===== config.mk =====
export PLATFORM = sky130hd
export DESIGN_NAME = uart_tx_buffered
export DESIGN_NICKNAME = d
export VERILOG_FILES = /design/src/rtl/uart_pkg.sv /design/src/rtl/uart_byte_fifo.sv /design/src/rtl/uart_tx_buffered.sv
export SDC_FILE = /design/constraint.sdc
export NUM_CORES = 1
export LEC_CHECK = 0
export CORE_MARGIN = 5
export CORE_UTILIZATION = 51
export CTS_CLUSTER_DIAMETER = 150
export DETAILED_ROUTE_END_ITERATION = 10
export GPL_ROUTABILITY_DRIVEN = 0
export PLACE_DENSITY = 0.8
export SYNTH_ARGS = -nofsm -noshare
export SYNTH_HDL_FRONTEND = slang
export SYNTH_SLANG_ARGS = --single-unit

===== constraint.sdc =====
create_clock -name Clock -period 3.8 [get_ports Clock]
set_clock_uncertainty 0.2 [all_clocks]
set_input_delay 0.76 -clock Clock [delete_from_list [all_inputs] [get_ports Clock]]
set_output_delay 0.76 -clock Clock [all_outputs]
set_load 0.05 [all_outputs]

===== src/rtl/uart_pkg.sv =====
// Shared UART definitions: frame constants, FSM state encoding and the
// symbol-time formula, so transmitter and receiver derive bit timing
// identically. Contains no logic of its own.
package uart_pkg;

  localparam int   UART_DATA_BITS = 8;
  localparam logic UART_START_BIT = 1'b0;
  localparam logic UART_STOP_BIT  = 1'b1;

  typedef enum logic [1:0] {
    IDLE  = 2'd0,
    START = 2'd1,
    DATA  = 2'd2,
    STOP  = 2'd3
  } uart_state_e;

  // Cycles per line bit, truncated (434 for 50 MHz / 115200).
  function automatic int symbol_edge_time(input int clock_freq, input int baud_rate);
    return clock_freq / baud_rate;
  endfunction

  // Width of a counter running 0 .. n-1, never less than one bit.
  function automatic int counter_width(input int n);
    return (n > 1) ? $clog2(n) : 1;
  endfunction

endpackage


===== src/rtl/uart_byte_fifo.sv =====
// Byte FIFO with wrap-bit pointers; head entry readable combinationally.
// Latency: a pushed byte is visible at rdata_o on the cycle after the push edge.
// Backpressure: push ignored while full, pop ignored while empty.
//
// Ports:
//   clk_i, rst_ni       clock, asynchronous active-low reset
//   push_i, wdata_i     write strobe and byte
//   pop_i               remove head entry
//   rdata_o             head entry (valid while !empty_o)
//   full_o, empty_o     occupancy flags
//   count_o             entries held, 0 .. Depth
module uart_byte_fifo #(
  parameter  int Depth = 4,
  localparam int AW    = $clog2(Depth)
) (
  input  logic          clk_i,
  input  logic          rst_ni,
  input  logic          push_i,
  input  logic [7:0]    wdata_i,
  input  logic          pop_i,
  output logic [7:0]    rdata_o,
  output logic          full_o,
  output logic          empty_o,
  output logic [AW:0]   count_o
);

  logic [7:0]  mem_q [Depth];
  logic [AW:0] wr_ptr_q, wr_ptr_d;
  logic [AW:0] rd_ptr_q, rd_ptr_d;
  logic        push_ok;
  logic        pop_ok;

  // Pointers differ only in the wrap bit when the buffer is full.
  assign full_o  = (wr_ptr_q[AW] != rd_ptr_q[AW]) &&
                   (wr_ptr_q[AW-1:0] == rd_ptr_q[AW-1:0]);
  assign empty_o = (wr_ptr_q == rd_ptr_q);
  assign count_o = wr_ptr_q - rd_ptr_q;
  assign rdata_o = mem_q[rd_ptr_q[AW-1:0]];

  assign push_ok = push_i && !full_o;
  assign pop_ok  = pop_i && !empty_o;

  always_comb begin
    wr_ptr_d = wr_ptr_q;
    rd_ptr_d = rd_ptr_q;
    if (push_ok) wr_ptr_d = wr_ptr_q + {{AW{1'b0}}, 1'b1};
    if (pop_ok)  rd_ptr_d = rd_ptr_q + {{AW{1'b0}}, 1'b1};
  end

  always_ff @(posedge clk_i or negedge rst_ni) begin
    if (!rst_ni) begin
      wr_ptr_q <= '0;
      rd_ptr_q <= '0;
    end else begin
      wr_ptr_q <= wr_ptr_d;
      rd_ptr_q <= rd_ptr_d;
    end
  end

  // Storage needs no reset: pointers alone define which entries are live.
  always_ff @(posedge clk_i) begin
    if (push_ok) mem_q[wr_ptr_q[AW-1:0]] <= wdata_i;
  end

endmodule


===== src/rtl/uart_tx_buffered.sv =====
// Buffered 8N1 UART transmitter: ready/valid byte intake, FIFO, LSB-first serializer.
// Latency: byte accepted at edge t starts its start bit after edge t+1 (empty FIFO, idle line).
// Backpressure: DataInReady low while FIFO full or until the first edge after reset release.
//
// Ports:
//   Clock, Reset_n      clock, asynchronous active-low reset
//   DataIn, DataInValid byte offered by the UART store path
//   DataInReady         FIFO can take a byte this cycle
//   SOut                registered serial line, idle high
//   Busy                frame on the line or bytes still queued
//   Count               bytes queued, excluding the one being shifted
module uart_tx_buffered
  import uart_pkg::*;
#(
  parameter  int ClockFreq = 50_000_000,
  parameter  int BaudRate  = 115_200,
  parameter  int FifoDepth = 4,
  localparam int CountW    = $clog2(FifoDepth) + 1
) (
  input  logic              Clock,
  input  logic              Reset_n,
  input  logic [7:0]        DataIn,
  input  logic              DataInValid,
  output logic              DataInReady,
  output logic              SOut,
  output logic              Busy,
  output logic [CountW-1:0] Count
);

  localparam int SymbolEdgeTime = symbol_edge_time(ClockFreq, BaudRate);
  localparam int SymW           = counter_width(SymbolEdgeTime);
  localparam logic [SymW-1:0] SymLast = SymW'(SymbolEdgeTime - 1);
  localparam logic [2:0]      BitLast = 3'(UART_DATA_BITS - 1);

  uart_state_e     state_q, state_d;
  logic [SymW-1:0] sym_cnt_q, sym_cnt_d;
  logic [2:0]      bit_idx_q, bit_idx_d;
  logic [7:0]      shift_q, shift_d;
  logic            sout_q, sout_d;
  logic            rdy_en_q;

  logic              fifo_push;
  logic              fifo_pop;
  logic [7:0]        fifo_rdata;
  logic              fifo_full;
  logic              fifo_empty;
  logic [CountW-1:0] fifo_count;
  logic              sym_expire;

  // Ready comes only from registered state; rdy_en_q keeps it low until the
  // first edge after reset release.
  assign DataInReady = rdy_en_q && !fifo_full;
  assign fifo_push   = DataInValid && DataInReady;
  assign sym_expire  = (sym_cnt_q == SymLast);

  uart_byte_fifo #(
    .Depth (FifoDepth)
  ) u_fifo (
    .clk_i   (Clock),
    .rst_ni  (Reset_n),
    .push_i  (fifo_push),
    .wdata_i (DataIn),
    .pop_i   (fifo_pop),
    .rdata_o (fifo_rdata),
    .full_o  (fifo_full),
    .empty_o (fifo_empty),
    .count_o (fifo_count)
  );

  always_comb begin
    state_d   = state_q;
    sym_cnt_d = sym_cnt_q;
    bit_idx_d = bit_idx_q;
    shift_d   = shift_q;
    fifo_pop  = 1'b0;

    unique case (state_q)
      IDLE: begin
        sym_cnt_d = '0;
        // Sees only registered occupancy, so a byte pushed this edge is
        // picked up on the next one.
        if (!fifo_empty) begin
          fifo_pop  = 1'b1;
          shift_d   = fifo_rdata;
          bit_idx_d = '0;
          state_d   = START;
        end
      end

      START: begin
        if (sym_expire) begin
          sym_cnt_d = '0;
          bit_idx_d = '0;
          state_d   = DATA;
        end else begin
          sym_cnt_d = sym_cnt_q + SymW'(1);
        end
      end

      DATA: begin
        if (sym_expire) begin
          sym_cnt_d = '0;
          shift_d   = {1'b0, shift_q[7:1]};
          if (bit_idx_q == BitLast) begin
            state_d = STOP;
          end else begin
            bit_idx_d = bit_idx_q + 3'd1;
          end
        end else begin
          sym_cnt_d = sym_cnt_q + SymW'(1);
        end
      end

      STOP: begin
        if (sym_expire) begin
          sym_cnt_d = '0;
          // Chain straight into the next start bit when data is waiting.
          if (!fifo_empty) begin
            fifo_pop  = 1'b1;
            shift_d   = fifo_rdata;
            bit_idx_d = '0;
            state_d   = START;
          end else begin
            state_d = IDLE;
          end
        end else begin
          sym_cnt_d = sym_cnt_q + SymW'(1);
        end
      end

      default: begin
        state_d   = IDLE;
        sym_cnt_d = '0;
        bit_idx_d = '0;
      end
    endcase
  end

  // The line level is computed from the next state so the flop output
  // changes on the same edge as the state register.
  always_comb begin
    sout_d = UART_STOP_BIT;
    case (state_d)
      START:   sout_d = UART_START_BIT;
      DATA:    sout_d = shift_d[0];
      default: sout_d = UART_STOP_BIT;
    endcase
  end

  always_ff @(posedge Clock or negedge Reset_n) begin
    if (!Reset_n) begin
      state_q   <= IDLE;
      sym_cnt_q <= '0;
      bit_idx_q <= '0;
      shift_q   <= '0;
      sout_q    <= UART_STOP_BIT;
      rdy_en_q  <= 1'b0;
    end else begin
      state_q   <= state_d;
      sym_cnt_q <= sym_cnt_d;
      bit_idx_q <= bit_idx_d;
      shift_q   <= shift_d;
      sout_q    <= sout_d;
      rdy_en_q  <= 1'b1;
    end
  end

  assign SOut  = sout_q;
  assign Busy  = (state_q != IDLE) || (fifo_count != '0);
  assign Count = fifo_count;

endmodule


Yosys cells after proc, flatten, opt, wreduce, memory -nomap -nowiden
Memory sizes are Yosys's and may differ from the RTL's.
Index checks and enable logic that the tools add are counted.
Word-level totals
  register bits after elaboration: 30
  RAM bits: 32
  bits of input ports: 11
  output and inout bits: 6
  logic and storage cells: 69
  memories kept: 1
Operators by class
  $add $sub $neg: 5
  equality and inequality tests: 14
  multiplexer cells: 25
  reductions and logical operators: 15
Memory list
  u_fifo.mem_q: depth 4, width 8, rd ports 1, clocked after memory_dff 0, write ports 1, line uart_byte_fifo.sv:27  | logic [7:0] mem_q [Depth];
Operators by type and width (count)
  $mux W8: 3
  $pmux W8 S3: 1
  $pmux W9 S2: 1
  $mux W3: 5
  $pmux W3 S4: 1
  $mux W2: 5
  $add A3 B1 Y3 const B: 3
  $add A9 B1 Y9 const B: 1
  $eq A9 B9 Y1 const B: 1
  $mux W9: 1
  $ne A2 B2 Y1 const B: 4
  $pmux W2 S4: 1
  $eq A2 B2 Y1 const B: 3
  $reduce_bool A3 Y1: 2
  $logic_and A1 B1 Y1: 5
  $mux W1: 5
  $eq A2 B1 Y1 const B: 2
  $pmux W1 S2: 2
  $reduce_and A4 Y1: 1
  $eq A3 B3 Y1: 1
  $eq A3 B3 Y1 const B: 1
  $reduce_and A3 Y1: 1
  $reduce_or A3 Y1: 1
  $sub A3 B3 Y3: 1
  6 further kinds: 7

Depth between registers and ports, before layout
Gate-level depths: netlist (run 1).
  depth in word-level cells: 8
  gate-level depth with buffers: 9
  mapped depth without buffers: 7

Modules after synthesis
A second synthesis (run 1) with hierarchy kept.
Second synthesis, totals
  cells, all modules: 229
  area, all modules: 3051.7 sq um
Modules (own cells, without submodules)
  uart_byte_fifo: instances 1, cells each 87, area an instance 1611.5 sq um, seq. area each 1111.1 sq um
  uart_tx_buffered: instances 1, cells each 142, area an instance 1440.1 sq um, seq. area each 601.8 sq um

Least setup slack after synthesis (run 1)
OpenSTA, ideal clock, no wires.
  path type: register to output
  start: reg u_fifo.wr_ptr_q[0]
  end: out Busy
  arrival time: 2.422 ns
  data required time: 2.840 ns
  path slack: 0.418 ns
  cell stages (with the launch flop): 6
  buffers on the path: 0
  path through: dfrtp_1 -> inv_1 -> ha_1 -> fa_1 -> xnor2_1 -> nand4b_1
Between the ends
  cells in the longest elaborated chain, start to end: 3
Ends and longest elaborated chain
  start: declaration: line uart_byte_fifo.sv:28  | logic [AW:0] wr_ptr_q, wr_ptr_d;
  start signal: assignment: line uart_byte_fifo.sv:55  | wr_ptr_q <= wr_ptr_d;
  $sub A3 B3 Y3: line uart_byte_fifo.sv:37  | assign count_o = wr_ptr_q - rd_ptr_q;
  named net Count[2]: line uart_tx_buffered.sv:27  | output logic [CountW-1:0] Count
  $reduce_bool A3 Y1: line uart_tx_buffered.sv:169  | assign Busy = (state_q != IDLE) || (fifo_count != '0);
  $logic_or A1 B1 Y1: line uart_tx_buffered.sv:169
  end: declaration: line uart_tx_buffered.sv:26  | output logic Busy,
The timed path passes the listed nets, and every way through them passes these cells.

Worst setup path after layout (run 1)
  start: reg u_fifo.wr_ptr_q[0]
  end: out Busy
Between the ends
  cells in the longest elaborated chain, start to end: 3
Ends and longest elaborated chain (line)
  $sub A3 B3 Y3: uart_byte_fifo.sv:37
  $reduce_bool A3 Y1: uart_tx_buffered.sv:169
  $logic_or A1 B1 Y1: uart_tx_buffered.sv:169
Every way passes these cells.

==> results_dict.tcl, run 1 <==
set metrics [dict create \
    track_usage_pct 15.8 \
    total_gr_overflow 0 \
    cap_viol_max_count 0 \
    post-route-min-period_ns 3.51 \
    numCtsBuffers 9 \
    worst_r2r_endpoint "SOut" \
    start_util_pct 51.5 \
    critPathSlowestCell "sky130_fd_sc_hd__clkdlybuf4s50_1" \
    synth_most_common_cell "sky130_fd_sc_hd__edfxtp_1" \
    yosys.cell_types.count 49 \
    post_cts_resize_count 0 \
    viasPerCell 5.45 \
    finalCritPeriodShare_pct 92.4 \
    routedWlPerCell_um 16.1 \
    timing.reg2reg.setup_slack_ns 1.05 \
    htree_num_levels 3 \
    worstPathMaxFanout 4 \
    clk_root_buffer_cell "sky130_fd_sc_hd__clkbuf_8" \
    post_synthesis_average_cell_area_um2 13.6 \
    yosysWarningCount 0 \
    worst_hold_path_type "register to register" \
    hold-path-cell-count 1 \
    critPathTopFamily "buffers and inverters" \
    synthFlopType "sky130_fd_sc_hd__edfxtp_1" \
    tightestPinTransition_ns 0.791 \
    drt_pass1_iterations 4 \
    rsz_0062_raised_after_global_routing "false" \
    postRouteAntennaNets 0 \
    synthDominantCellAreaShare_pct 32.1 \
    critPathKind "register to output pin" \
    synthArstFlopShare_pct 48.4 \
    grt_first_pass_wirelength_mm 8.90 \
    synthTopCellsByArea "sky130_fd_sc_hd__edfxtp_1 32%, sky130_fd_sc_hd__dfrtp_1 24%, sky130_fd_sc_hd__ha_1 7.1%" \
    worst_r2r_startpoint "u_fifo.rd_ptr_q[1]" \
    num_vias 1751 \
    synth-edff-count 32 \
    rr_worst_depth 6 \
    worst_hold_path.endpoint "u_fifo.wr_ptr_q[2]" \
    synth.largest_area_cell "sky130_fd_sc_hd__edfxtp_1" \
    num_antenna_cells 0 \
    clockBufferDepth 2 \
    syn_to_final_growth_pct 14.9 \
    postSynthNetCount 249 \
    crit_arrival_ns 2.55 \
    startpoint_type "register" \
    synth_top_cells_by_count "32 x sky130_fd_sc_hd__edfxtp_1, 29 x sky130_fd_sc_hd__dfrtp_1, 17 x sky130_fd_sc_hd__ha_1" \
    hp-start "u_fifo.wr_ptr_q[2]" \
    finalCoreUtilization_pct 59.2 \
    syn_area_um2 3000 \
    detailed_place_hpwl_mm 3.57 \
    nNetsFinal 270 \
    dpl-instance-area_um2 3230 \
    finalSetupViolCount 0 \
    worstPathRequired_ns 2.84 \
    dieHeight_um 86.7 \
    dieWidth_um 86.7 \
    cts_tree "built" \
    max_freq_mhz 285 \
    status "completed" \
    cp-startpoint "u_fifo.wr_ptr_q[0]" \
    largest_net_degree_at_the_start_of_global_routing 31 \
    drc_errors 0 \
    clock_pin_slew_worst_setup_and_hold_paths_ns 0.07 \
    slew_viols_final 0 \
    fp-row-count 28 \
    drt_iter0_markers 81 \
    cellLeakagePower_uw 0.00135 \
    critical_path.max_stage_delay_ns 0.81 \
    worst_setup_path_end_kind "output pin" \
    timing_hold_violations_final 0 \
    worst_slew_margin_relative_to_its_limit_pct 47.0 \
    cts_setup_buffers 0 \
    clkSinkCount 62 \
    standard_cell_core_area_um2 5820 \
    drive_gt1_share_pct 14.2 \
    number_of_instances_in_the_synthesized_netlist 220 \
    fill_cells 485 \
    hold_fix_buffers_cts 0 \
    post_route_cell_area_um2 3440 \
    insertion_delay_ns 0.34 \
    setup_tns_ns 0 \
    postRouteWirelength_mm 5.17 \
    power_per_cell_area_nw_per_um2 787 \
    numPortBuffers 16 \
    path_buf_inv 2 \
    ys_ff_latch 62 \
    die_area_um2 7510 \
    io_pins 17 \
    grt_antenna_before_repair 0 \
    path_cells "inv_1 -> ha_1 -> fa_1 -> xnor2_1 -> nand4b_1 -> clkdlybuf4s50_1" \
    worst_ir_drop_vdd_mv 0.512 \
    grt_pass1_vias 1849 \
    synth-seq-area-share_pct 57.2 \
]
## worst max-delay path by stage
stage / end / cells after the start
after CTS: DataInReady / 5
after detailed placement: DataInReady / 5
after global placement: Busy / 4
after floorplan: Busy / 5
after global routing: DataInReady / 5
final: Busy / 6
## state kept, by name, summed over array words and instances (netlist names)
signal,cells
SOut,1
sym_cnt_q,9
u_fifo.rd_ptr_q,3
u_fifo.wr_ptr_q,3
shift_q,8
rdy_en_q,1
bit_idx_q,3
u_fifo.mem_q,32
state_q,2
## stage by stage
stage	hold WS, ns	power (µW)	std cells	setup WS, ns
after global placement	0.276	2070	305	0.667
after global routing	0.309	2880	321	0.121
after floorplan	0.253	1810	220	0.418
final	0.300	2710	321	0.290
after detailed placement	0.289	2100	305	0.628
after CTS	0.307	2740	321	0.267
## per-layer routing
layer | wire length (µm) | vias to the layer above | GRT usage (%) | part of all wire [%]
li1 | - | 854 | - | -
met1 | 2230 | 855 | 18.4 | 43
met2 | 2620 | 36 | 26.6 | 51
met3 | 265 | 6 | 6.27 | 5.1
met4 | 56 | 0 | 5.10 | 1.1
met5 | 0 | - | 0 | 0
## placed cells by master (no fill, tap or decap), types with 2 or more instances in the layout
master / netlist / routed
sky130_fd_sc_hd__nor2_1: 15 / 15
sky130_fd_sc_hd__ha_1: 17 / 17
sky130_fd_sc_hd__nor2b_1: 2 / 2
sky130_fd_sc_hd__clkbuf_8: 0 / 9
sky130_fd_sc_hd__xor2_1: 5 / 5
sky130_fd_sc_hd__or3_1: 2 / 2
sky130_fd_sc_hd__mux2_2: 2 / 2
sky130_fd_sc_hd__edfxtp_1: 32 / 32
sky130_fd_sc_hd__nand3b_1: 2 / 2
sky130_fd_sc_hd__a21oi_1: 4 / 4
sky130_fd_sc_hd__clkdlybuf4s50_1: 0 / 16
sky130_fd_sc_hd__buf_4: 0 / 2
sky130_fd_sc_hd__mux4_2: 8 / 8
sky130_fd_sc_hd__xnor2_1: 7 / 7
sky130_fd_sc_hd__nor3b_1: 2 / 2
sky130_fd_sc_hd__nand2_1: 16 / 16
sky130_fd_sc_hd__clkinvlp_4: 0 / 3
sky130_fd_sc_hd__o21ai_0: 9 / 9
sky130_fd_sc_hd__dfrtp_1: 29 / 29
sky130_fd_sc_hd__and3_1: 6 / 6
sky130_fd_sc_hd__a22o_1: 2 / 2
sky130_fd_sc_hd__mux2i_1: 6 / 6
sky130_fd_sc_hd__bufinv_16: 0 / 2
sky130_fd_sc_hd__a2bb2oi_1: 6 / 6
sky130_fd_sc_hd__inv_1: 9 / 9
sky130_fd_sc_hd__o31ai_1: 2 / 2
sky130_fd_sc_hd__nand3_1: 4 / 4
## cell families after synthesis
| family | count (synthesis) | share of synthesized area, % |
|---|---|---|
| muxes | 17 | 9.27 |
| buffers and inverters | 17 | 2.34 |
| other | 1 | 0.125 |
| adders and majority gates | 18 | 7.77 |
| and+or+nand+nor | 62 | 11.9 |
| DFF | 62 | 57.2 |
| AOI/OAI and AO/OA | 31 | 7.98 |
| xor gates and xnor gates | 12 | 3.51 |
## power breakdown
group / internal [µW] / switching, µW
Clock: 367 / 258
Sequential: 851 / 113
Combinational: 478 / 642
Total: 1700 / 1010
## worst register-to-register path: cells and delay by family, from the launching register on
family,cells,cell delay [ns]
mux,1,0.32
flops,1,0.64
simple gates,2,0.75
fa+ha+maj,1,0.31
buf+inv,1,0.12
compound gates,1,0.34
## final cells by class
| cell class | count | area (µm²) | share of cell area (%) |
|---|---|---|---|
| Sequential cell | 62 | 1710 | 49.7 |
| Tap cell | 75 | 93.8 | 2.73 |
| Clock buffer | 10 | 128 | 3.71 |
| Timing Repair Buffer | 18 | 175 | 5.09 |
| Inverter | 9 | 33.8 | 0.981 |
| Clock inverter | 6 | 86.3 | 2.51 |
| Multi-Input combinational cell | 141 | 1210 | 35.2 |
Note: power is estimated with default switching activity, not from simulation.
==> inputs of run 2 (changes only) <==
--- a/config.mk
+++ b/config.mk
@@ -7,6 +7,7 @@
 export LEC_CHECK = 0
 export CORE_MARGIN = 5
 export CORE_UTILIZATION = 51
+export CTS_BUF_LIST = sky130_fd_sc_hd__clkbuf_16
 export CTS_CLUSTER_DIAMETER = 150
 export DETAILED_ROUTE_END_ITERATION = 10
 export GPL_ROUTABILITY_DRIVEN = 0
==> run 2 against run 1 <==
Register-to-register slack got worse by 0.02 ns. Via count increased by 1.5%. Worst hold slack got worse by 0.0037 ns. First-iteration DRC count increased by 40%. Utilization increased by 1.7 points. Setup slack got worse by 0.024 ns. Die area unchanged. Clock power increased by 37%. Combinational power about the same. Non-clock buffer count unchanged. Sequential power increased by 0.5%. Critical endpoint unchanged.
==> results_dict.tcl, run 2 (synthesis gave the netlist of run 1 again) <==
set metrics [dict create \
    worstPathRequired_ns 2.84 \
    routedWlPerCell_um 16.4 \
    drc_errors 0 \
    track_usage_pct 16.2 \
    standard_cell_core_area_um2 5820 \
    finalCritPeriodShare_pct 93.0 \
    cts_tree "built" \
    postRouteAntennaNets 0 \
    post-route-min-period_ns 3.53 \
    cap_viol_max_count 0 \
    dieWidth_um 86.7 \
    drive_gt1_share_pct 14.2 \
    startpoint_type "register" \
    status "completed" \
    clk_root_buffer_cell "sky130_fd_sc_hd__clkbuf_16" \
    drt_iter0_markers 113 \
    finalSetupViolCount 0 \
    worst_r2r_endpoint "SOut" \
    crit_arrival_ns 2.57 \
    postRouteWirelength_mm 5.28 \
    numCtsBuffers 9 \
    fp-row-count 28 \
    rsz_0062_raised_after_global_routing "false" \
    slew_viols_final 0 \
    worstPathMaxFanout 4 \
    worst_hold_path.endpoint "sym_cnt_q[0]" \
    fill_cells 468 \
    worst_slew_margin_relative_to_its_limit_pct 49.7 \
    grt_pass1_vias 1900 \
    hold-path-cell-count 1 \
    holdWs_ns 0.297 \
    viasPerCell 5.54 \
    total_gr_overflow 0 \
    worst_r2r_startpoint "u_fifo.rd_ptr_q[1]" \
    post_cts_resize_count 0 \
    rr_worst_depth 6 \
    syn_to_final_growth_pct 18.3 \
    cellLeakagePower_uw 0.00141 \
    detailed_place_hpwl_mm 3.57 \
    worst_setup_path_end_kind "output pin" \
    power_per_cell_area_nw_per_um2 832 \
    clockBufferDepth 2 \
    dieHeight_um 86.7 \
    most_common_cell_after_layout_fill_and_taps_aside "sky130_fd_sc_hd__edfxtp_1" \
    drt_pass1_iterations 4 \
    finalCoreUtilization_pct 61.0 \
    grt_antenna_before_repair 0 \
    numPortBuffers 16 \
    grt_first_pass_wirelength_mm 9.07 \
    num_vias 1778 \
    die_area_um2 7510 \
    hold_fix_buffers_cts 0 \
    num_antenna_cells 0 \
    insertion_delay_ns 0.33 \
    cts_setup_buffers 0 \
    tightestPinTransition_ns 0.751 \
    final_cell_mix "32 x sky130_fd_sc_hd__edfxtp_1, 29 x sky130_fd_sc_hd__dfrtp_1, 17 x sky130_fd_sc_hd__ha_1" \
    worst_hold_path_type "register to register" \
    critPathKind "register to output pin" \
    clock_pin_slew_worst_setup_and_hold_paths_ns 0.05 \
    start_util_pct 51.5 \
    timing.reg2reg.setup_slack_ns 1.03 \
    clkSinkCount 62 \
    nNetsFinal 270 \
    hp-start "sym_cnt_q[0]" \
    io_pins 17 \
    htree_num_levels 3 \
    timing_hold_violations_final 0 \
    worst_ir_drop_vdd_mv 0.774 \
    largest_reg_flops 32 \
    largest_net_degree_at_the_start_of_global_routing 31 \
    max_freq_mhz 283 \
    setup_tns_ns 0 \
]
==> run 2: worst max path at each step <==
stage | startpoint | end | slack (ns) | depth (start not counted)
3_5_place_dp | u_fifo.rd_ptr_q[1] | DataInReady | 0.63 | 5
3_3_place_gp | u_fifo.rd_ptr_q[1] | Busy | 0.67 | 4
6_report | u_fifo.wr_ptr_q[0] | Busy | 0.27 | 6
5_1_grt | u_fifo.rd_ptr_q[1] | DataInReady | 0.14 | 5
2_1_floorplan | u_fifo.wr_ptr_q[0] | Busy | 0.42 | 5
4_1_cts | u_fifo.wr_ptr_q[0] | Busy | 0.26 | 6
==> run 2: routing by layer <==
metal / track usage [%] / vias up / wire [µm]
met3: 5.80 / 13 / 213
met5: 0 / - / 0
met1: 19.1 / 885 / 2300
met4: 6.80 / 0 / 99
li1: - / 855 / -
met2: 26.7 / 25 / 2660
==> run 2: worst max-delay path, cell delays in order (launching register included) <==
cell and delay (ns):
sky130_fd_sc_hd__dfrtp_1 0.43, sky130_fd_sc_hd__inv_1 0.11, sky130_fd_sc_hd__ha_1 0.20, sky130_fd_sc_hd__fa_1 0.38, sky130_fd_sc_hd__xnor2_1 0.19, sky130_fd_sc_hd__nand4b_1 0.13, sky130_fd_sc_hd__clkdlybuf4s50_1 0.81
==> run 2: power breakdown <==
part	internal (µW)	total [µW]	leakage (µW)	switching, µW
clock	568	855	0.000147	287
sequential	852	969	0.000683	117
combinational	479	1120	0.000576	644
==> run 2: final cells by class <==
cell class | count | area, µm² | area share (%)
Inverter | 9 | 33.8 | 0.953
Clock buffer | 9 | 225 | 6.35
Clock inverter | 7 | 90.1 | 2.54
Tap cell | 75 | 93.8 | 2.65
Multi-Input combinational cell | 141 | 1210 | 34.2
Timing Repair Buffer | 18 | 175 | 4.94
Sequential cell | 62 | 1710 | 48.3
==> run 2: through the flow <==
| stage | worst slack, ns | cell area [µm²] | total power (µW) | instances |
|---|---|---|---|---|
| after floorplan | 0.418 | 3000 | 1810 | 220 |
| after global placement | 0.667 | 3230 | 2070 | 305 |
| after detailed placement | 0.628 | 3230 | 2100 | 305 |
| after CTS | 0.260 | 3540 | 2980 | 321 |
| after global routing | 0.143 | 3540 | 3120 | 321 |
| final | 0.267 | 3540 | 2950 | 321 |
==> inputs of run 3 (changes only) <==
--- a/config.mk
+++ b/config.mk
@@ -8,10 +8,10 @@
 export CORE_MARGIN = 5
 export CORE_UTILIZATION = 51
 export CTS_BUF_LIST = sky130_fd_sc_hd__clkbuf_16
-export CTS_CLUSTER_DIAMETER = 150
 export DETAILED_ROUTE_END_ITERATION = 10
 export GPL_ROUTABILITY_DRIVEN = 0
 export PLACE_DENSITY = 0.8
+export SETUP_SLACK_MARGIN = 0.5
 export SYNTH_ARGS = -nofsm -noshare
 export SYNTH_HDL_FRONTEND = slang
 export SYNTH_SLANG_ARGS = --single-unit
==> run 3 against run 2 <==
Die area unchanged. Fmax increased by 12%. Final cell count unchanged. Non-clock buffer count unchanged. Highest routed layer unchanged. Global-route usage increased by 0.39 points. Sequential power about the same.
==> results_dict.tcl, run 3 (synthesis gave the netlist of run 1 again) <==
set metrics [dict create \
    max_freq_mhz 317 \
    largest_net_degree_at_the_start_of_global_routing 31 \
    largest_reg_flops 32 \
    post_cts_resize_count 5 \
    worst_slew_margin_relative_to_its_limit_pct 49.8 \
    viasPerCell 5.64 \
    nNetsFinal 270 \
    cap_viol_max_count 0 \
    postRouteWirelength_mm 5.46 \
    multi_input_comb_area_um2 1220 \
    final_cell_mix "32 x sky130_fd_sc_hd__edfxtp_1, 28 x sky130_fd_sc_hd__dfrtp_1, 17 x sky130_fd_sc_hd__ha_1" \
    postRouteAntennaNets 0 \
    cts_setup_buffers 0 \
    syn_to_final_growth_pct 18.5 \
    clockBufferDepth 2 \
    setup_tns_ns 0 \
    crit_arrival_ns 2.20 \
    total_gr_overflow 0 \
    status "completed" \
    clkSinkCount 62 \
    tightestPinTransition_ns 0.750 \
    numPortBuffers 16 \
    insertion_delay_ns 0.33 \
    num_vias 1809 \
    die_area_um2 7510 \
    numCtsBuffers 9 \
    totalPowerFinal_uw 2970 \
    start_util_pct 51.5 \
    finalCoreUtilization_pct 61.1 \
    fp-row-count 28 \
    placed_cells 305 \
    clk_root_buffer_cell "sky130_fd_sc_hd__clkbuf_16" \
    finalSetupViolCount 0 \
    worst_setup_path_end_kind "output pin" \
    clock_pin_slew_worst_setup_and_hold_paths_ns 0.05 \
    finalCritPeriodShare_pct 83.0 \
    hold_fix_buffers_cts 0 \
    grt_pass1_vias 1920 \
    power_per_cell_area_nw_per_um2 836 \
    drt_pass1_iterations 4 \
    cts_tree "built" \
    slew_viols_final 0 \
    dieHeight_um 86.7 \
    startpoint_type "register" \
    timing_hold_violations_final 0 \
    track_usage_pct 16.6 \
    standard_cell_core_area_um2 5820 \
    detailed_place_hpwl_mm 3.69 \
    fill_cells 470 \
    num_antenna_cells 0 \
    routedWlPerCell_um 17.0 \
    drt_iter0_markers 105 \
    htree_num_levels 3 \
    worst_ir_drop_vdd_mv 0.447 \
    drc_errors 0 \
    grt_antenna_before_repair 0 \
    register_area_um2 1710 \
    worst_hold_path_type "register to register" \
    io_pins 17 \
    grt_first_pass_wirelength_mm 9.31 \
    cellLeakagePower_uw 0.00142 \
    layout_cells_excl_fill 321 \
    rsz_0062_raised_after_global_routing "false" \
    dieWidth_um 86.7 \
    drive_gt1_share_pct 15.9 \
    worstPathMaxFanout 4 \
    post-route-min-period_ns 3.16 \
    most_common_cell_after_layout_fill_and_taps_aside "sky130_fd_sc_hd__edfxtp_1" \
    critPathKind "register to output pin" \
    worstPathRequired_ns 2.84 \
]
-- run 3: cell types whose count changed in the layout (fill, tap and decap cells not counted) --
cell,previous run,this run
sky130_fd_sc_hd__clkbuf_2,0,1
sky130_fd_sc_hd__clkdlybuf4s50_1,16,12
sky130_fd_sc_hd__clkinv_4,0,2
sky130_fd_sc_hd__clkinvlp_4,3,1
sky130_fd_sc_hd__dfrtp_1,29,28
sky130_fd_sc_hd__dfrtp_2,0,1
sky130_fd_sc_hd__dlygate4sd2_1,0,3
sky130_fd_sc_hd__inv_1,10,9
sky130_fd_sc_hd__inv_6,0,1
sky130_fd_sc_hd__xnor2_1,7,6
sky130_fd_sc_hd__xnor2_2,0,1
-- run 3: per-layer routing --
metal / GRT usage (%) / routed length [µm] / share of wire, % / up-vias
met5: 0 / 0 / 0 / -
met4: 5.10 / 57 / 1.0 / 0
met3: 6.27 / 230 / 4.2 / 7
met2: 29.1 / 2890 / 53 / 34
met1: 18.6 / 2290 / 42 / 919
li1: - / - / - / 849
-- run 3: layout make-up --
class	instances	share of cell area [%]
flip-flops and latches	62	48.3
multi-input cells	141	34.4
clock buffers	9	6.34
repair buffers	18	4.68
clock inverters	7	2.75
well taps	75	2.64
inverters	9	0.951
-- run 3: worst paths after layout --
| path | startpoint | end | slack (ns) | cells past startpoint |
|---|---|---|---|---|
| worst max-delay path | u_fifo.wr_ptr_q[0] | Count[2] | 0.64 | 5 |
| worst min-delay path | sym_cnt_q[0] | sym_cnt_q[0] | 0.30 | 1 |
| worst max register to register | u_fifo.rd_ptr_q[1] | SOut | 1.09 | 6 |
| worst min register to register | sym_cnt_q[0] | sym_cnt_q[0] | 0.30 | 1 |
| max in group asynchronous | Reset_n | SOut | 2.45 | 2 |
| min in group asynchronous | Reset_n | shift_q[3] | 0.63 | 2 |
-- run 3: through the flow --
step                      setup WS, ns  hold WS, ns  instance area (µm²)
after floorplan                  0.723        0.253                 3000
after global placement           0.661        0.275                 3240
after detailed placement         0.597        0.295                 3240
after CTS                        0.530        0.306                 3560
after global routing             0.565        0.313                 3550
final                            0.645        0.295                 3550
-- run 3: where the power goes --
part | leakage, µW | internal, µW | switching, µW
combinational | 0.000585 | 460 | 668
sequential | 0.000681 | 853 | 116
clock | 0.000154 | 575 | 296
total | 0.00142 | 1890 | 1080
-- run 3: worst max-delay path, cell delays in order (launching register included) --
cell and delay, ns:
sky130_fd_sc_hd__dfrtp_1 0.41, sky130_fd_sc_hd__inv_1 0.10, sky130_fd_sc_hd__ha_1 0.20, sky130_fd_sc_hd__fa_1 0.41, sky130_fd_sc_hd__xnor2_2 0.18, sky130_fd_sc_hd__dlygate4sd2_1 0.55
==> RTL change 1, RTL diff (flow settings as in run 1) <==
Register the output `Count`, without a reset; this adds one clock of latency there. The other outputs are not delayed to match.
--- a/src/rtl/uart_tx_buffered.sv
+++ b/src/rtl/uart_tx_buffered.sv
@@ -169,3 +169,5 @@
   assign Busy  = (state_q != IDLE) || (fifo_count != '0);
-  assign Count = fifo_count;
+  always_ff @(posedge Clock) begin
+    Count <= fifo_count;
+  end
 
Check against the original RTL: not equivalent (a bounded check fails within 4 cycles, from zero or initial values and one cycle with Reset_n low).
==> RTL change 1 against run 1 <==
Sequential cell count up 3; area after synthesis up 3.4%; routed wire length up 5.7%; cell count up 1.2%; combinational power down 7%; power down 4.7%; final area up 1.7%; worst setup slack worse by 0.00063 ns; critical path type unchanged.
==> RTL change 1: results (changes against run 1) <==
metric	value	unit	change
status	finished clean		unchanged
Placed Cells	309		was 305
Worst R2R End	bit_idx_q[2]$_DFFE_PN0P_		was SOut$_DFF_PN1_
Total Routing Usage GR	0.159		was 0.158
final non-filler cell total	325		was 321
critical path's slowest cell	clkdlybuf4s50_1		unchanged
vias in the first global route	1874		was 1849
Skew-Pair Late Insertion Delay	0.34	ns	about the same
vias per inst	5.68		was 5.45
Worst R2R Setup Slack	1.39	ns	was 1.05 ns
pre-CTS WS	0.541	ns	was 0.628 ns
post-synthesis sequential area ratio	0.572		about the same
first-pass GRT wire length	9200	um	was 8900 um
post-synth cell types	53		was 49
placed cell area	0.00333	mm2	was 0.00323 mm2
Worst EP arrival	2.55	ns	about the same
DR WL/cell	16.8	um	was 16.1 um
HPWL after DPL	3770	um	was 3570 um
DR iter-0 viols	129		was 81
ratio of cells with drive above 1 in the final layout	0.168		was 0.142
min-delay src	sym_cnt_q[0]$_DFF_PN0_		was u_fifo.wr_ptr_q[2]$_DFFE_PN0P_
R2R depth	7		was 6
most area-consuming cells after synthesis	edfxtp_1, dfrtp_1, ha_1		unchanged
top post-synthesis cells by count	edfxtp_1, dfrtp_1, nor2_1		was edfxtp_1, dfrtp_1, ha_1
Peak VDD IR	0.468	mV	was 0.512 mV
number of synthesized flops with an enable pin	32		unchanged
asr flop ratio synth	0.462		was 0.484
fin nets	274		was 270
Tightest Pin Transition	0.683	ns	was 0.791 ns
CP delay by family, top	buffers and inverters		unchanged
Filler cells	462		was 485
Synth Net Count	251		was 249
Post-Syn Instances	222		was 220
LEAKAGE	1.39	nW	was 1.35 nW
CP max stage delay	0.80	ns	
antenna violations before repair	0		unchanged
Hold Path Sink	sym_cnt_q[0]$_DFF_PN0_		was u_fifo.wr_ptr_q[2]$_DFFE_PN0P_
final hold slack	0.286	ns	was 0.300 ns
-- RTL change 1: cell count changes in the layout (fill, tap and decap cells not counted), moves of 4 or more --
cell,before,now
o21ai_0,9,2
clkinv_2,0,4
o2bb2ai_1,0,6
nand2_1,16,10
inv_1,9,13
a2bb2oi_1,6,0
a22o_1,2,7
-- RTL change 1: timing repair --
action                                  in CTS  in global routing
endpoints found under the setup margin       0                  1
gates resized for setup                      0                  1
hold buffers                                 0                  0
-- RTL change 1: worst max path at each step --
stage | endpoint | depth (start not counted) | slack, ns
final | Busy | 6 | 0.29
after global routing | Busy | 6 | 0.14
after CTS | DataInReady | 4 | 0.16
after detailed placement | DataInReady | 4 | 0.54
after global placement | DataInReady | 4 | 0.60
after floorplan | u_fifo.mem_q[3][0]$_DFFE_PP_ | 5 | 0.76
-- RTL change 1: logic make-up after synthesis --
group / share of synthesized area
xor+xnor: 0.0339
buf+inv: 0.0291
fa+ha+maj: 0.0751
other cells: 0.00121
mux: 0.0945
compound gates: 0.104
simple gates: 0.0897
flops: 0.572
-- RTL change 1: layout make-up --
class	instances	area, um2	share of cell area
flip-flops and latches	65	1770	0.506
clock buffers	9	124	0.0354
well taps	75	93.8	0.0268
multi-input cells	137	1230	0.352
inverters	13	48.8	0.0139
repair buffers	19	183	0.0521
clock inverters	7	45.0	0.0129
-- RTL change 1: report_power, final --
| group | switching (mW) | internal, mW |
|---|---|---|
| combinational | 0.588 | 0.448 |
| sequential | 0.132 | 0.909 |
| clock | 0.269 | 0.235 |
-- RTL change 1: routing by layer --
layer  vias up  GRT usage  routed length, um  share of wire
li1        866          -                  -              -
met1       939      0.215               2590           0.47
met2        32      0.248               2600           0.48
met3         9     0.0357                201          0.037
met4         0     0.0711                 81          0.015
met5         -          0                  0              0
==> RTL change 2, RTL diff (flow settings as in run 1) <==
Without the edit above. Set the parameter `ClockFreq` to 12_500_000 (it was 50_000_000).
--- a/src/rtl/uart_tx_buffered.sv
+++ b/src/rtl/uart_tx_buffered.sv
@@ -14,3 +14,3 @@
 #(
-  parameter  int ClockFreq = 50_000_000,
+  parameter  int ClockFreq = 12_500_000,
   parameter  int BaudRate  = 115_200,
Behaviour: no difference found for any inputs over 10 cycles, from zero or initial values and one cycle with Reset_n low; that may be too few to reach the edited logic, so the function may still have changed.
==> RTL change 2 against run 1 <==
Worst hold slack worse by 0.0037 ns; largest cell class unchanged; maximum frequency down 0.66%; sequential power down 4.7%; worst setup slack worse by 0.023 ns; routed wire length down 8.1%; area after synthesis down 4.6%; non-clock buffer count up 2; critical path depth down 1; highest routed layer unchanged; critical path type unchanged; register-to-register slack better by 0.31 ns; power down 3.4%; final area down 3.7%; sequential cell count down 2; utilization up 1.4 points.
==> RTL change 2: results (changes against run 1) <==
metric	value	unit	change
status	finished clean		unchanged
Synth warnings	0		unchanged
sequential power	0.919	mW	was 0.964 mW
CP max stage delay	0.88	ns	was 0.81 ns
crit path capture	DataInReady		was Busy
Synth Net Count	230		was 249
via count	1672		was 1751
asr flop ratio synth	0.467		was 0.484
GR met1 Demand/Resource	0.193		was 0.184
vias per inst	5.48		was 5.45
pre-CTS WS	0.614	ns	was 0.628 ns
Placed Cells	289		was 305
largest net degree at the start of global routing	29		was 31
DRT met1 WL	2120	um	was 2230 um
total length of routed met3 wires	234	um	was 265 um
Tmin final	3.53	ns	was 3.51 ns
Max Used Layer	met4		unchanged
Reg-to-Reg Start	u_fifo.wr_ptr_q[0]$_DFFE_PN0P_		was u_fifo.rd_ptr_q[1]$_DFFE_PN0P_
Worst EP arrival	2.57	ns	was 2.55 ns
CTS root buf	clkbuf_8		unchanged
Filler cells	427		was 485
placed cell area	0.00310	mm2	was 0.00323 mm2
Worst R2R Setup Slack	1.36	ns	was 1.05 ns
Worst R2R End	u_fifo.mem_q[3][0]$_DFFE_PP_		was SOut$_DFF_PN1_
ant diodes	0		unchanged
worst hold path depth	1		unchanged
critical path peak fanout	6		was 4
fin nets	254		was 270
R2R depth	5		was 6
first-pass GRT wire length	8200	um	was 8900 um
ratio of cells with drive above 1 in the final layout	0.180		was 0.142
Tightest Pin Transition	0.500	ns	was 0.791 ns
Post-Syn Instances	204		was 220
met3 Usage GRT	0.0485		was 0.0627
top post-synthesis cells by count	edfxtp_1, dfrtp_1, ha_1		unchanged
Clk. pwr	0.612	mW	was 0.625 mW
Main synth FF type	edfxtp_1		unchanged
Total Routing Usage GR	0.146		was 0.158
number of synthesized flops with an enable pin	32		unchanged
LEAKAGE	1.33	nW	was 1.35 nW
met2 WL	2340	um	was 2620 um
H-tree depth	3		unchanged
switching pwr	0.984	mW	was 1.01 mW
Hold Path Sink	sym_cnt_q[0]$_DFF_PN0_		was u_fifo.wr_ptr_q[2]$_DFFE_PN0P_
met2 global-route usage	0.226		was 0.266
DR iter-0 viols	136		was 81
min-delay src	sym_cnt_q[0]$_DFF_PN0_		was u_fifo.wr_ptr_q[2]$_DFFE_PN0P_
final hold slack	0.297	ns	was 0.300 ns
Peak VDD IR	0.554	mV	was 0.512 mV
antenna violations before repair	0		unchanged
most area-consuming cells after synthesis	edfxtp_1, dfrtp_1, mux4_2		was edfxtp_1, dfrtp_1, ha_1
CP delay by family, top	buffers and inverters		unchanged
post-synthesis sequential area ratio	0.582		was 0.572
critical path's slowest cell	clkdlybuf4s50_1		unchanged
WL final	4750	um	was 5170 um
Post-CTS Setup Bufs	0		unchanged
max reg flops	32		unchanged
Crit. Startpoint	u_fifo.wr_ptr_q[0]$_DFFE_PN0P_		unchanged
post-synth cell types	50		was 49
HPWL after DPL	3310	um	was 3570 um
RTL change 2: cell count changes in the layout (fill, tap and decap cells not counted), moves of 3 or more:
cell,change
clkinv_2,+3
o21ai_1,+5
a22oi_1,+5
nor2_1,-8
ha_1,-3
nor3_1,+7
o21ai_0,-5
nand2_1,-5
a2bb2oi_1,-6
RTL change 2: area by class of cell:
class	instances	area, um2	share of cell area
clock buffer	9	124	0.0373
clock inverter	7	91.3	0.0275
inverter	7	26.3	0.00792
multi-input combinational	130	1130	0.341
sequential	60	1660	0.501
tap	72	90.1	0.0272
timing repair buffer	20	190	0.0573
RTL change 2: cells by family after synthesis:
kind of cell | after synthesis | synth area share
adder cells (fa/ha/maj) | 15 | 0.0683
other | 1 | 0.00131
XOR/XNOR | 12 | 0.0368
flip-flops | 60 | 0.582
AO/OA/AOI/OAI | 31 | 0.0840
buffers and inverters | 14 | 0.0223
AND/OR/NAND/NOR | 54 | 0.110
multiplexers | 17 | 0.0954
